`src/rtl/ntt_bfu_cfg.sv`:
```
// Mode-selectable NTT/INTT butterfly (CT / GS / bypass) with an embedded Barrett
// modular multiplier; fixed latency MUL_LAT+2 in every mode, global stall via en.
module ntt_bfu_cfg #(
    parameter int DATA_W  = 12,
    parameter int Q       = 3329,
    parameter int MUL_LAT = 3
) (
    input  logic              clk,
    input  logic              rst,
    input  logic              en,
    input  logic              in_valid,
    input  logic [1:0]        mode,
    input  logic [DATA_W-1:0] u,
    input  logic [DATA_W-1:0] v,
    input  logic [DATA_W-1:0] w,
    output logic              out_valid,
    output logic [DATA_W-1:0] bf_upper,
    output logic [DATA_W-1:0] bf_lower
);

    localparam int PW = 2 * DATA_W;
    localparam logic [DATA_W:0] Q_S = (DATA_W + 1)'(Q);
    localparam logic [PW:0] Q_P = (PW + 1)'(Q);
    localparam longint unsigned BARRETT_L = (longint'(1) << PW) / longint'(Q);
    localparam logic [PW:0] BARRETT_M = (PW + 1)'(BARRETT_L);
    localparam logic [1:0] MODE_CT = 2'b00;
    localparam logic [1:0] MODE_GS = 2'b01;

    function automatic logic [DATA_W-1:0] mod_add(input logic [DATA_W-1:0] a,
                                                   input logic [DATA_W-1:0] b);
        logic [DATA_W:0] s;
        s = {1'b0, a} + {1'b0, b};
        if (s >= Q_S) s = s - Q_S;
        return s[DATA_W-1:0];
    endfunction

    function automatic logic [DATA_W-1:0] mod_sub(input logic [DATA_W-1:0] a,
                                                   input logic [DATA_W-1:0] b);
        logic [DATA_W:0] d;
        d = {1'b0, a} - {1'b0, b};
        if (a < b) d = d + Q_S;
        return d[DATA_W-1:0];
    endfunction

    // Barrett with k = 2*DATA_W: the quotient estimate is at most one short,
    // so a single conditional subtract lands in [0, Q-1].
    function automatic logic [DATA_W-1:0] mod_reduce(input logic [PW-1:0] p);
        logic [2*PW:0] t;
        logic [PW-1:0] qh;
        logic [PW:0]   r;
        t  = {{(PW + 1){1'b0}}, p} * {{PW{1'b0}}, BARRETT_M};
        qh = t[2*PW-1:PW];
        r  = {1'b0, p} - ({1'b0, qh} * Q_P);
        if (r >= Q_P) r = r - Q_P;
        return r[DATA_W-1:0];
    endfunction

    logic [DATA_W-1:0] u_q, v_q, w_q;
    logic [1:0]        mode_q;
    logic              vld_q;
    logic [DATA_W-1:0] dl_a_q [1:MUL_LAT];
    logic [DATA_W-1:0] dl_b_q [1:MUL_LAT];
    logic [1:0]        dl_m_q [1:MUL_LAT];
    logic              dl_v_q [1:MUL_LAT];
    logic [PW-1:0]     mul_q  [1:MUL_LAT];
    logic [PW-1:0]     mul_d  [1:MUL_LAT];
    logic [DATA_W-1:0] pre_a_d, mul_op_d, res_d;
    logic [PW-1:0]     prod_d;
    logic [DATA_W-1:0] up_d, lo_d, up_q, lo_q;
    logic              vld_out_q;

    // GS does its add/sub ahead of the multiplier; CT multiplies v raw.
    always_comb begin
        mul_op_d = (mode_q == MODE_GS) ? mod_sub(u_q, v_q) : v_q;
        pre_a_d  = (mode_q == MODE_GS) ? mod_add(u_q, v_q) : u_q;
        prod_d   = {{DATA_W{1'b0}}, mul_op_d} * {{DATA_W{1'b0}}, w_q};
    end

    // Product registered first, reduced in the next stage, then delayed.
    always_comb begin
        mul_d[1] = (MUL_LAT == 1) ? PW'(mod_reduce(prod_d)) : prod_d;
        for (int k = 2; k <= MUL_LAT; k++) begin
            mul_d[k] = (k == 2) ? PW'(mod_reduce(mul_q[1])) : mul_q[k-1];
        end
    end

    assign res_d = mul_q[MUL_LAT][DATA_W-1:0];

    always_comb begin
        up_d = dl_a_q[MUL_LAT];
        lo_d = dl_b_q[MUL_LAT];
        case (dl_m_q[MUL_LAT])
            MODE_CT: begin
                up_d = mod_sub(dl_a_q[MUL_LAT], res_d);
                lo_d = mod_add(dl_a_q[MUL_LAT], res_d);
            end
            MODE_GS: lo_d = res_d;
            default: ;
        endcase
    end

    always_ff @(posedge clk or negedge rst) begin
        if (!rst) begin
            u_q       <= '0;
            v_q       <= '0;
            w_q       <= '0;
            mode_q    <= '0;
            vld_q     <= 1'b0;
            for (int k = 1; k <= MUL_LAT; k++) begin
                dl_a_q[k] <= '0;
                dl_b_q[k] <= '0;
                dl_m_q[k] <= '0;
                dl_v_q[k] <= 1'b0;
                mul_q[k]  <= '0;
            end
            up_q      <= '0;
            lo_q      <= '0;
            vld_out_q <= 1'b0;
        end else if (en) begin
            u_q       <= u;
            v_q       <= v;
            w_q       <= w;
            mode_q    <= mode;
            vld_q     <= in_valid;
            dl_a_q[1] <= pre_a_d;
            dl_b_q[1] <= v_q;
            dl_m_q[1] <= mode_q;
            dl_v_q[1] <= vld_q;
            for (int k = 2; k <= MUL_LAT; k++) begin
                dl_a_q[k] <= dl_a_q[k-1];
                dl_b_q[k] <= dl_b_q[k-1];
                dl_m_q[k] <= dl_m_q[k-1];
                dl_v_q[k] <= dl_v_q[k-1];
            end
            for (int k = 1; k <= MUL_LAT; k++) begin
                mul_q[k] <= mul_d[k];
            end
            up_q      <= up_d;
            lo_q      <= lo_d;
            vld_out_q <= dl_v_q[MUL_LAT];
        end
    end

    assign out_valid = vld_out_q;
    assign bf_upper  = up_q;
    assign bf_lower  = lo_q;

endmodule

```
`config.mk`:
```
export PLATFORM = sky130hd
export DESIGN_NAME = ntt_bfu_cfg
export DESIGN_NICKNAME = d
export VERILOG_FILES = /design/src/rtl/ntt_bfu_cfg.sv
export SDC_FILE = /design/constraint.sdc
export NUM_CORES = 1
export LEC_CHECK = 0
export ABC_AREA = 1
export CAP_MARGIN = 40
export CORE_MARGIN = 2
export CORE_UTILIZATION = 30
export CTS_CLUSTER_DIAMETER = 200
export DETAILED_ROUTE_END_ITERATION = 8
export SYNTH_ARGS = -nofsm -noshare
export SYNTH_HDL_FRONTEND = slang
export SYNTH_SLANG_ARGS = --single-unit
```
`constraint.sdc`:
```
create_clock -name clk -period 16.9 [get_ports clk]
set_input_delay 1.69 -clock clk [delete_from_list [all_inputs] [get_ports clk]]
set_output_delay 1.69 -clock clk [all_outputs]
set_load 0.05 [all_outputs]
```
### Yosys cells after proc, flatten, opt, wreduce, memory -nomap -nowiden

Index checks and enable logic that the tools add are counted.

* input bits: 42
* bits in registers: 193

* reductions and logical operators: 1
* add/sub/neg operators: 10
* multiplexer cells: 9
* magnitude comparators: 5
* eq/ne operators: 2
* multiply operators: 3

Operators by type and width (number)
* 2-to-1 mux 12 bit: 8
* multiplier 24 x 13 -> 37 bit (second input constant): 1
* subtractor 12 bit (second input constant): 3
* adder 12 x 12 -> 13 bit: 2
* greater-or-equal comparator 13 x 12 -> 1 bit (second input constant): 2
* greater-or-equal comparator 25 x 12 -> 1 bit (second input constant): 1
* multiplier 13 x 12 -> 25 bit (second input constant): 1
* subtractor 24 x 25 -> 25 bit: 1
* adder 12 bit (second input constant): 2
* < comparator 12 bit: 2
* multiplier 12 x 12 -> 24 bit: 1
* case mux 12 bit (2 select lines): 1
* subtractor 12 bit: 2
* == test 2 x 1 -> 1 bit (second input constant): 2
* logical NOT 2 bit: 1

### Logic depth before layout (Yosys ltp)

Gate-level depths: netlist of run 1.

* depth after elaboration: 5
* depth in mapped cells: 54
* gate-level depth less buffers: 53

### Least setup slack after synthesis of run 1

OpenSTA, ideal clock, no wires.

* path kind: register -> register
* start: register mul_q[58] in the netlist's numbering
* end: register mul_q (netlist bit mul_d[5])
* required time: 16.783 ns
* data arrival time: 8.621 ns
* clock period less this slack: 8.739 ns
* setup slack: 8.161 ns
* library setup time: 0.117 ns
* cell stages (with the launch flop): 48
* cells stage by stage: dfrtp_1 -> fa_1 -> fa_1 -> fa_1 -> fa_1 -> inv_1 -> fa_1 -> inv_1 -> ha_1 -> a21oi_1 -> o21ai_0 -> a21oi_1 -> nand2_1 -> a21oi_1 -> inv_1 -> a21oi_1 -> o21ai_0 -> xor2_1 -> (+12 left out) -> inv_1 -> nor3_2 -> nand2_1 -> nand2_1 -> nand2_1 -> nand2_1 -> inv_1 -> o211ai_1 -> nand2_1 -> inv_1 -> nand3_1 -> nor2_2 -> nand2_2 -> buf_6 -> nand2_1 -> nand3_1 -> nand3_1 -> nand2_1

* longest elaborated chain between the ends: 5
* elaborated cells on any way between the ends: 6
* those cells by class: add/sub: 2; mul: 2; order compare: 1; mux: 1

Ends and longest elaborated chain
* from (decl): RTL line 65 `logic [PW-1:0] mul_q [1:MUL_LAT];`
* from (signal, indexed assignment): RTL line 136 `mul_q[k] <= mul_d[k];`
* multiplier 24 x 13 -> 37 bit
* multiplier 13 x 12 -> 25 bit
* subtractor 24 x 25 -> 25 bit (*)
* greater-or-equal comparator 25 x 12 -> 1 bit or subtractor 12 bit (tied branches)
* 2-to-1 mux 12 bit (*): RTL line 54 `if (r >= Q_P) r = r - Q_P;`

Every way passes the cells marked *; elsewhere a longest branch is shown, timed or not.
A chain may end at the register's enable or synchronous reset.

### Final worst setup path of run 1

Ends and elaborated chain as after synthesis.

==> impl_metrics.py, run 1 <==
metrics = {
    "finish": {
        "seq_area_um2": 4830,
        "nNetsFinal": 3793,
        "multi_input_area_um2": 17200,
        "synthToLayoutAreaGrowth_pct": 9.62,
        "fillCellCount": 8598,
        "diodes": 0,
        "drive_above_1_share_pct": 3.49,
    },
    "critical_path": {
        "crit_arrival_ps": 10450,
        "critPathSlowestCell": "dfrtp_1",
        "crit_type": "reg -> reg",
        "worst_setup_path_start_kind": "register",
        "worstSetupEndpointType": "register",
        "cpPeakStageDelay_ps": 630,
        "timing.rr.start": "mul_q[58]",
        "required_ps": 17280,
        "r2r_end": "mul_d[5]",
        "rrSetupSlack_ps": 6830,
        "r2r_cells": 47,
        "path_max_fanout": 22,
    },
    "route": {
        "totalWireLength_um": 63700,
        "dr.pass1.iters": 5,
        "first_iter_violations": 1321,
        "wire_per_inst_um": 15.0,
        "vias_per_cell": 4.64,
        "post-route-drc-count": 0,
        "vias": 19700,
        "ant_nets": 0,
    },
    "floorplanning": {
        "die_h_um": 291,
        "coreArea_um2": 81800,
        "initial_core_util_pct": 30.2,
        "io_pins": 67,
        "rows": 105,
        "dieArea_um2": 84700,
        "die_width_um": 291,
    },
    "worst_hold_path": {
        "min_to": "dl_a_q[15]",
        "whs_path_depth": 2,
        "hold_class": "reg -> reg",
        "hold_path_startpoint": "dl_a_q[27]",
    },
    "status": {
        "status": "finished, final reports clean",
    },
    "timing": {
        "rsz0062_at_grt": "false",
        "worst_pin_slew_ps": 865,
        "relSlewSlack_pct": 42.3,
        "skew_ps": 20.4,
        "period_share_pct": 59.6,
        "setup-tns-final_ps": 0,
        "fin_crit_ps": 10070,
        "setup_viol": 0,
        "fmax_ghz": 0.0993,
        "slew_violations": 0,
        "hold_violations": 0,
    },
    "place": {
        "io_buffers": 66,
        "place.gp.congestion": 0.884,
        "hpwlAfterDp_um": 52500,
    },
    "synth": {
        "synth_edf_count": 0,
        "syn_area_um2": 24700,
        "ys_async_sr_fraction_pct": 100,
        "ys_types": 51,
        "ys_seq_area_share_pct": 19.5,
        "avgSynthCellArea_um2": 7.85,
        "yosys.area.top_type_share_pct": 21.1,
        "synth_warnings": 0,
        "synth_top_cell_by_area": "fa_1",
        "postSynthCellCount": 3149,
        "synth-seq-cells": 193,
        "synth.most_common_cell": "nand2_1",
        "yosys-top-cells-area": "fa_1 21%, dfrtp_1 20%, ha_1 16%",
        "syn_nets": 3774,
        "synthTopCellsByCount": "794 x nand2_1, 598 x inv_1, 322 x ha_1",
        "ys.flop_type": "dfrtp_1",
    },
    "job": {
        "max_cap_viol_count": 0,
    },
    "grt": {
        "grt_pass1_vias": 20100,
        "grt_start_max_net_pins": 82,
        "grt_use_total_pct": 15.6,
        "antenna_found_initial": 1,
        "grt-ovfl-total": 0,
        "grt_pass1_wl_um": 107000,
    },
    "clocking": {
        "htree_levels": 4,
        "clock_latency_ps": 500,
        "cts_tree": "built",
        "clock_path_buffers": 2,
        "hold_buffers": 0,
        "cts_root_buffer": "clkbuf_16",
        "post_cts_buffers": 0,
        "cts_sinks": 193,
        "clk_pin_slew_ps": 80,
        "cts_resized": 0,
        "cts_inserted_buffers": 17,
    },
}
through the flow:
stage / cells / instance area (µm²) / hold slack (ps) / utilization (%) / setup WS [ps]
after global placement: 4215 / 26400 / 454 / 32.3 / 6990
after detailed placement: 4219 / 26500 / 458 / 32.4 / 6900
after CTS: 4251 / 27100 / 468 / 33.1 / 6880
final: 4251 / 27100 / 468 / 33.1 / 6830
after global routing: 4251 / 27100 / 495 / 33.1 / 6020
after floorplan: 3149 / 24700 / 442 / - / 8160
placed cells by master (no fill, tap or decap), types with 14 or more instances in the layout:
master and instances:
o21ai_0 146, nand2_1 794, nor2_1 160, fa_1 261, inv_1 598, nand2_2 14, ha_1 322, nand3_1 151
dfrtp_1 193, xnor2_1 22, clkdlybuf4s50_1 64, a21oi_1 146, nand4_1 34, xor2_1 67, nor3_1 20, clkbuf_16 17
how the worst max path moves through the flow:
stage	start	to	slack (ps)	depth (start not counted)
global placement	mul_q[66]	mul_d[6]	6990	46
global route	mul_q[58]	mul_d[4]	6020	46
CTS	mul_q[58]	mul_d[5]	6880	47
detailed placement	mul_q[58]	mul_d[5]	6900	47
finish	mul_q[58]	mul_d[5]	6830	47
floorplan	mul_q[58]	mul_d[5]	8160	47
logic make-up (layout without fill, tap and decap cells):
group / Yosys count / in the layout / share of synthesized area, %
xor+xnor: 92 / 92 / 3.35
fa+ha+maj: 583 / 583 / 37.4
flops: 193 / 193 / 19.5
compound gates: 381 / 381 / 8.74
simple gates: 1209 / 1209 / 20.2
buf+inv: 691 / 723 / 10.7
sequential cells by signal, indices dropped and copies added, names as in the netlist:
| name | cells |
|---|---|
| bf_lower | 12 |
| u_q | 12 |
| w_q | 12 |
| mul_d | 12 |
| mul_q | 36 |
| dl_v_q | 3 |
| dl_m_q | 6 |
| out_valid | 1 |
| dl_a_q | 36 |
| bf_upper | 12 |
| mode_q | 2 |
| dl_b_q | 36 |
| vld_q | 1 |
| v_q | 12 |
routing by layer:
| metal | track usage, % | routed length [µm] | share of wire [%] |
|---|---|---|---|
| met4 | 4.26 | 1210 | 1.9 |
| met3 | 1.74 | 2440 | 3.8 |
| met1 | 22.5 | 31500 | 49 |
| met2 | 24.8 | 28600 | 45 |
| met5 | 0 | 0 | 0 |
worst max-delay path: cells and delay by family (launching register included):
family / cells / cell delay (ps)
AO/OA/AOI/OAI: 6 / 1070
XOR/XNOR: 1 / 450
adder cells (fa/ha/maj): 11 / 5140
buffers and inverters: 11 / 710
flip-flops: 1 / 630
AND/OR/NAND/NOR: 18 / 1970
final cells by class:
class,instances,area share [%]
well taps,1070,4.94
clock buffers,18,1.58
flip-flops and latches,193,17.8
inverters,614,8.52
multi-input cells,2265,63.6
clock inverters,14,0.503
repair buffers,77,2.98
Power of run 1 is left out: the tool's default activity adds up to more than one toggle a clock period on the data nets, which glitch-free logic cannot reach.
==> inputs of run 2 (changes only) <==
==> constraint.sdc (replaced) <==
create_clock -name clk -period 9 [get_ports clk]
set_input_delay 0.9 -clock clk [delete_from_list [all_inputs] [get_ports clk]]
set_output_delay 0.9 -clock clk [all_outputs]
set_load 0.05 [all_outputs]
==> impl_metrics.py, run 2 (synthesis gave the netlist of run 1 again) <==
metrics = {
    "critical_path": {
        "critPathSlowestCell": "fa_1",
        "worst_setup_path_start_kind": "register",
        "r2r_end": "mul_d[11]",
        "timing.rr.start": "mul_q[60]",
        "worstSetupEndpointType": "register",
        "crit_type": "reg -> reg",
        "r2r_cells": 47,
        "required_ps": 9370,
        "rrSetupSlack_ps": -100,
        "path_common_cell": "fa_1",
        "crit_arrival_ps": 9480,
        "cpPeakStageDelay_ps": 580,
        "path_max_fanout": 5,
    },
    "floorplanning": {
        "die_h_um": 291,
        "coreArea_um2": 81800,
        "io_pins": 67,
        "die_width_um": 291,
        "initial_core_util_pct": 30.2,
        "rows": 105,
        "dieArea_um2": 84700,
    },
    "job": {
        "max_cap_viol_count": 0,
    },
    "finish": {
        "synthToLayoutAreaGrowth_pct": 19.6,
        "top_regs": "dl_a_q: 36 flops, dl_b_q: 36 flops, mul_q: 36 flops",
        "diodes": 0,
        "final_common_cell": "nand2_1",
        "layout_common_cells": "772 x nand2_1, 581 x inv_1, 300 x ha_1",
        "drive_above_1_share_pct": 14.0,
        "post-route-util_pct": 36.1,
        "nNetsFinal": 4022,
    },
    "clocking": {
        "cts_inserted_buffers": 17,
        "clk_pin_slew_ps": 80,
        "clock_latency_ps": 490,
        "cts_sinks": 193,
        "hold_buffers": 0,
        "cts_root_buffer": "clkbuf_16",
        "htree_levels": 4,
        "clock_path_buffers": 2,
        "cts_tree": "built",
    },
    "place": {
        "place.gp.congestion": 0.914,
        "io_buffers": 66,
        "hpwlAfterDp_um": 54900,
    },
    "timing": {
        "fmax_ghz": 0.110,
        "period_share_pct": 101,
        "worst_pin_slew_ps": 845,
        "hold_violations": 0,
        "relSlewSlack_pct": 43.6,
        "skew_ps": 21.8,
        "setup_viol": 12,
        "fin_crit_ps": 9100,
        "rsz0062_at_grt": "true",
        "slew_violations": 0,
        "worst_slack_ps": -105,
    },
    "route": {
        "wire_per_inst_um": 15.1,
        "ant_nets": 0,
        "post-route-drc-count": 0,
        "totalWireLength_um": 67800,
        "vias": 20700,
        "vias_per_cell": 4.63,
        "first_iter_violations": 1217,
        "dr.pass1.iters": 5,
    },
    "status": {
        "status": "complete, but fails checks",
        "violations": "negative setup slack",
    },
    "grt": {
        "grt_start_max_net_pins": 92,
        "grt_pass1_wl_um": 111000,
        "grt_pass1_vias": 21100,
        "antenna_found_initial": 1,
        "grt-ovfl-total": 0,
        "grt_use_total_pct": 16.3,
    },
    "worst_hold_path": {
        "hold_class": "in -> async",
    },
}
## run 2: worst max-delay path by stage
stage	from	to	slack [ps]	depth (start not counted)
2_1_floorplan	mul_q[58]	mul_d[5]	260	47
3_3_place_gp	mul_q[58]	mul_d[5]	-200	45
3_5_place_dp	mul_q[58]	mul_d[6]	-320	44
4_1_cts	mul_q[55]	mul_d[6]	2	48
5_1_grt	mul_q[64]	mul_d[6]	-480	48
6_report	mul_q[60]	mul_d[11]	-100	47
## run 2: metrics by stage
step,hold WS (ps),cell area [µm²],instances,setup slack (ps),setup TNS [ps]
floorplan,442,24700,3149,261,0
finish,427,29600,4480,-105,-1030
CTS,427,28900,4461,1.59,0
global placement,453,27900,4410,-200,-2000
global route,458,29600,4480,-477,-5490
detailed placement,458,28000,4413,-322,-3610
## run 2: final cells by class
type                    count  area (µm²)
clock buffers              17         425
clock inverters            15         163
fillers                  8458       52300
inverters                 614        2310
multi-input cells        2265       17900
flip-flops and latches    193        4840
well taps                1070        1340
repair buffers            306        2560
## run 2: layer usage
metal  part of all wire (%)  global-route usage, %
met5                      0                      0
met4                    2.3                   4.75
met2                     48                   27.4
met1                     46                   22.0
met3                    4.0                   1.92
## run 2: worst max-delay path: cells and delay by family, from the launching register on
family                     cells  cell delay (ps)
adders and majority gates     12             5010
and+or+nand+nor               15             1430
buffers and inverters         12             1070
AOI/OAI and AO/OA              7              870
DFF                            1              430
xor gates and xnor gates       1              190
## run 2: repair_timing
item | CTS | global route
pin swaps | 31 | 109
resized for setup | 61 | 109
setup buffers | 16 | 17
gates cloned | 0 | 2
setup endpoints to repair | 12 | 12
Power of run 2 is left out for the same reason.
==> inputs of run 3 (changes only) <==
--- a/config.mk
+++ b/config.mk
@@ -7,6 +7,7 @@
 export LEC_CHECK = 0
 export ABC_AREA = 1
 export CAP_MARGIN = 40
+export CORE_ASPECT_RATIO = 1.75
 export CORE_MARGIN = 2
 export CORE_UTILIZATION = 30
 export CTS_CLUSTER_DIAMETER = 200
==> impl_metrics.py, run 3 (synthesis gave the netlist of run 1 again) <==
metrics = {
    "route": {
        "ant_nets": 0,
        "dr.pass1.iters": 8,
        "vias_per_cell": 4.75,
        "wire_per_inst_um": 16.8,
        "first_iter_violations": 879,
        "totalWireLength_um": 75500,
        "post-route-drc-count": 0,
        "vias": 21300,
    },
    "finish": {
        "top_regs": "dl_a_q: 36 flops, dl_b_q: 36 flops, mul_q: 36 flops",
        "layout_common_cells": "755 x nand2_1, 571 x inv_1, 292 x ha_1",
        "synthToLayoutAreaGrowth_pct": 21.7,
        "drive_above_1_share_pct": 16.3,
        "post-route-util_pct": 36.7,
        "diodes": 0,
        "final_common_cell": "nand2_1",
        "nNetsFinal": 4038,
    },
    "floorplanning": {
        "die_h_um": 384,
        "initial_core_util_pct": 30.2,
        "coreArea_um2": 81900,
        "die_width_um": 221,
        "rows": 139,
        "io_pins": 67,
        "dieArea_um2": 84800,
    },
    "timing": {
        "fin_crit_ps": 8990,
        "period_share_pct": 99.9,
        "worst_pin_slew_ps": 849,
        "setup-tns-final_ps": 0,
        "skew_ps": 13.4,
        "rsz0062_at_grt": "true",
        "worst_slack_ps": 13.2,
        "setup_viol": 0,
        "slew_violations": 0,
        "fmax_ghz": 0.111,
        "relSlewSlack_pct": 43.2,
        "fin_hold_ws_ps": 345,
        "hold_violations": 0,
    },
    "worst_hold_path": {
        "hold_class": "in -> async",
    },
    "grt": {
        "grt_pass1_wl_um": 120000,
        "grt-ovfl-total": 0,
        "grt_pass1_vias": 22700,
        "grt_use_total_pct": 18.1,
        "antenna_found_initial": 0,
        "grt_start_max_net_pins": 101,
    },
    "clocking": {
        "clk_pin_slew_ps": 90,
        "htree_levels": 4,
        "hold_buffers": 0,
        "clock_path_buffers": 2,
        "clock_latency_ps": 480,
        "cts_root_buffer": "clkbuf_16",
        "cts_inserted_buffers": 17,
        "cts_tree": "built",
        "cts_sinks": 193,
    },
    "critical_path": {
        "worstSetupEndpointType": "register",
        "cpPeakStageDelay_ps": 560,
        "timing.rr.start": "mul_q[60]",
        "critPathSlowestCell": "fa_2",
        "r2r_end": "mul_d[7]",
        "startpoint": "mul_q[60]",
        "worst_setup_path_start_kind": "register",
        "crit_type": "reg -> reg",
        "rrSetupSlack_ps": 10,
        "path_common_cell": "fa_1",
        "path_max_fanout": 5,
        "crit_buf_inv": 13,
        "crit_arrival_ps": 9360,
        "crit_family": "adder cells",
        "required_ps": 9380,
        "r2r_cells": 45,
        "crit_end": "mul_d[7]",
        "cp_num_cells": 45,
    },
    "place": {
        "place.gp.congestion": 0.933,
        "dp_slack_ps": -630,
        "io_buffers": 66,
        "hpwlAfterDp_um": 62300,
    },
    "job": {
        "max_cap_viol_count": 0,
    },
    "status": {
        "status": "finished, final reports clean",
    },
}
## run 3: changes by cell type in the layout (fill, tap and decap cells not counted), moves of 6 or more
cell,before,now
inv_1,581,571
ha_4,21,28
fa_2,5,19
ha_1,300,292
inv_2,29,38
nand2_1,772,755
fa_1,256,242
nand2_4,5,11
nand2_2,33,45
buf_4,233,239
## run 3: how the worst min path moves through the flow
| stage | slack, ps | endpoint | from |
|---|---|---|---|
| finish | 340 | bf_lower[5] | rst |
| global route | 380 | bf_lower[6] | rst |
| CTS | 350 | bf_lower[6] | rst |
| detailed placement | 460 | out_valid | out_valid |
| global placement | 460 | dl_a_q[18] | dl_a_q[18] |
| floorplan | 440 | dl_b_q[0] | dl_b_q[0] |
## run 3: repair_timing
action	in CTS	in global routing
setup buffers	35	20
endpoints found under the setup margin	12	12
pin swaps	122	98
cloned	3	0
gates resized for setup	146	111
## run 3: cell type report
type / instances / area (µm²)
sequential: 193 / 4850
tap: 1057 / 1320
timing repair buffer: 319 / 2700
clock inverter: 15 / 210
inverter: 614 / 2310
clock buffer: 17 / 425
fill: 8534 / 51800
multi-input combinational: 2268 / 18300
## run 3: metal layers
metal | up-vias | part of all wire, % | GRT usage [%] | wire [µm]
li1 | 10400 | - | - | -
met1 | 10300 | 35 | 18.0 | 26800
met4 | 0 | 7.4 | 12.1 | 5590
met2 | 441 | 55 | 35.4 | 41400
met3 | 202 | 2.4 | 1.45 | 1810
met5 | - | 0 | 0 | 0
## run 3: worst register-to-register path: cells and delay by family (launching register included)
kind,cells,cell delay (ps)
simple gates,10,820
buf+inv,13,1080
fa+ha+maj,11,4740
compound gates,9,1360
flops,1,460
xor+xnor,2,420
## run 3: per-stage QoR
stage,cells,cell area [µm²]
after global routing,4483,30100
after floorplan,3149,24700
after global placement,4392,27900
after detailed placement,4395,27900
after CTS,4462,29500
final,4483,30100
Power of run 3 is left out for the same reason.
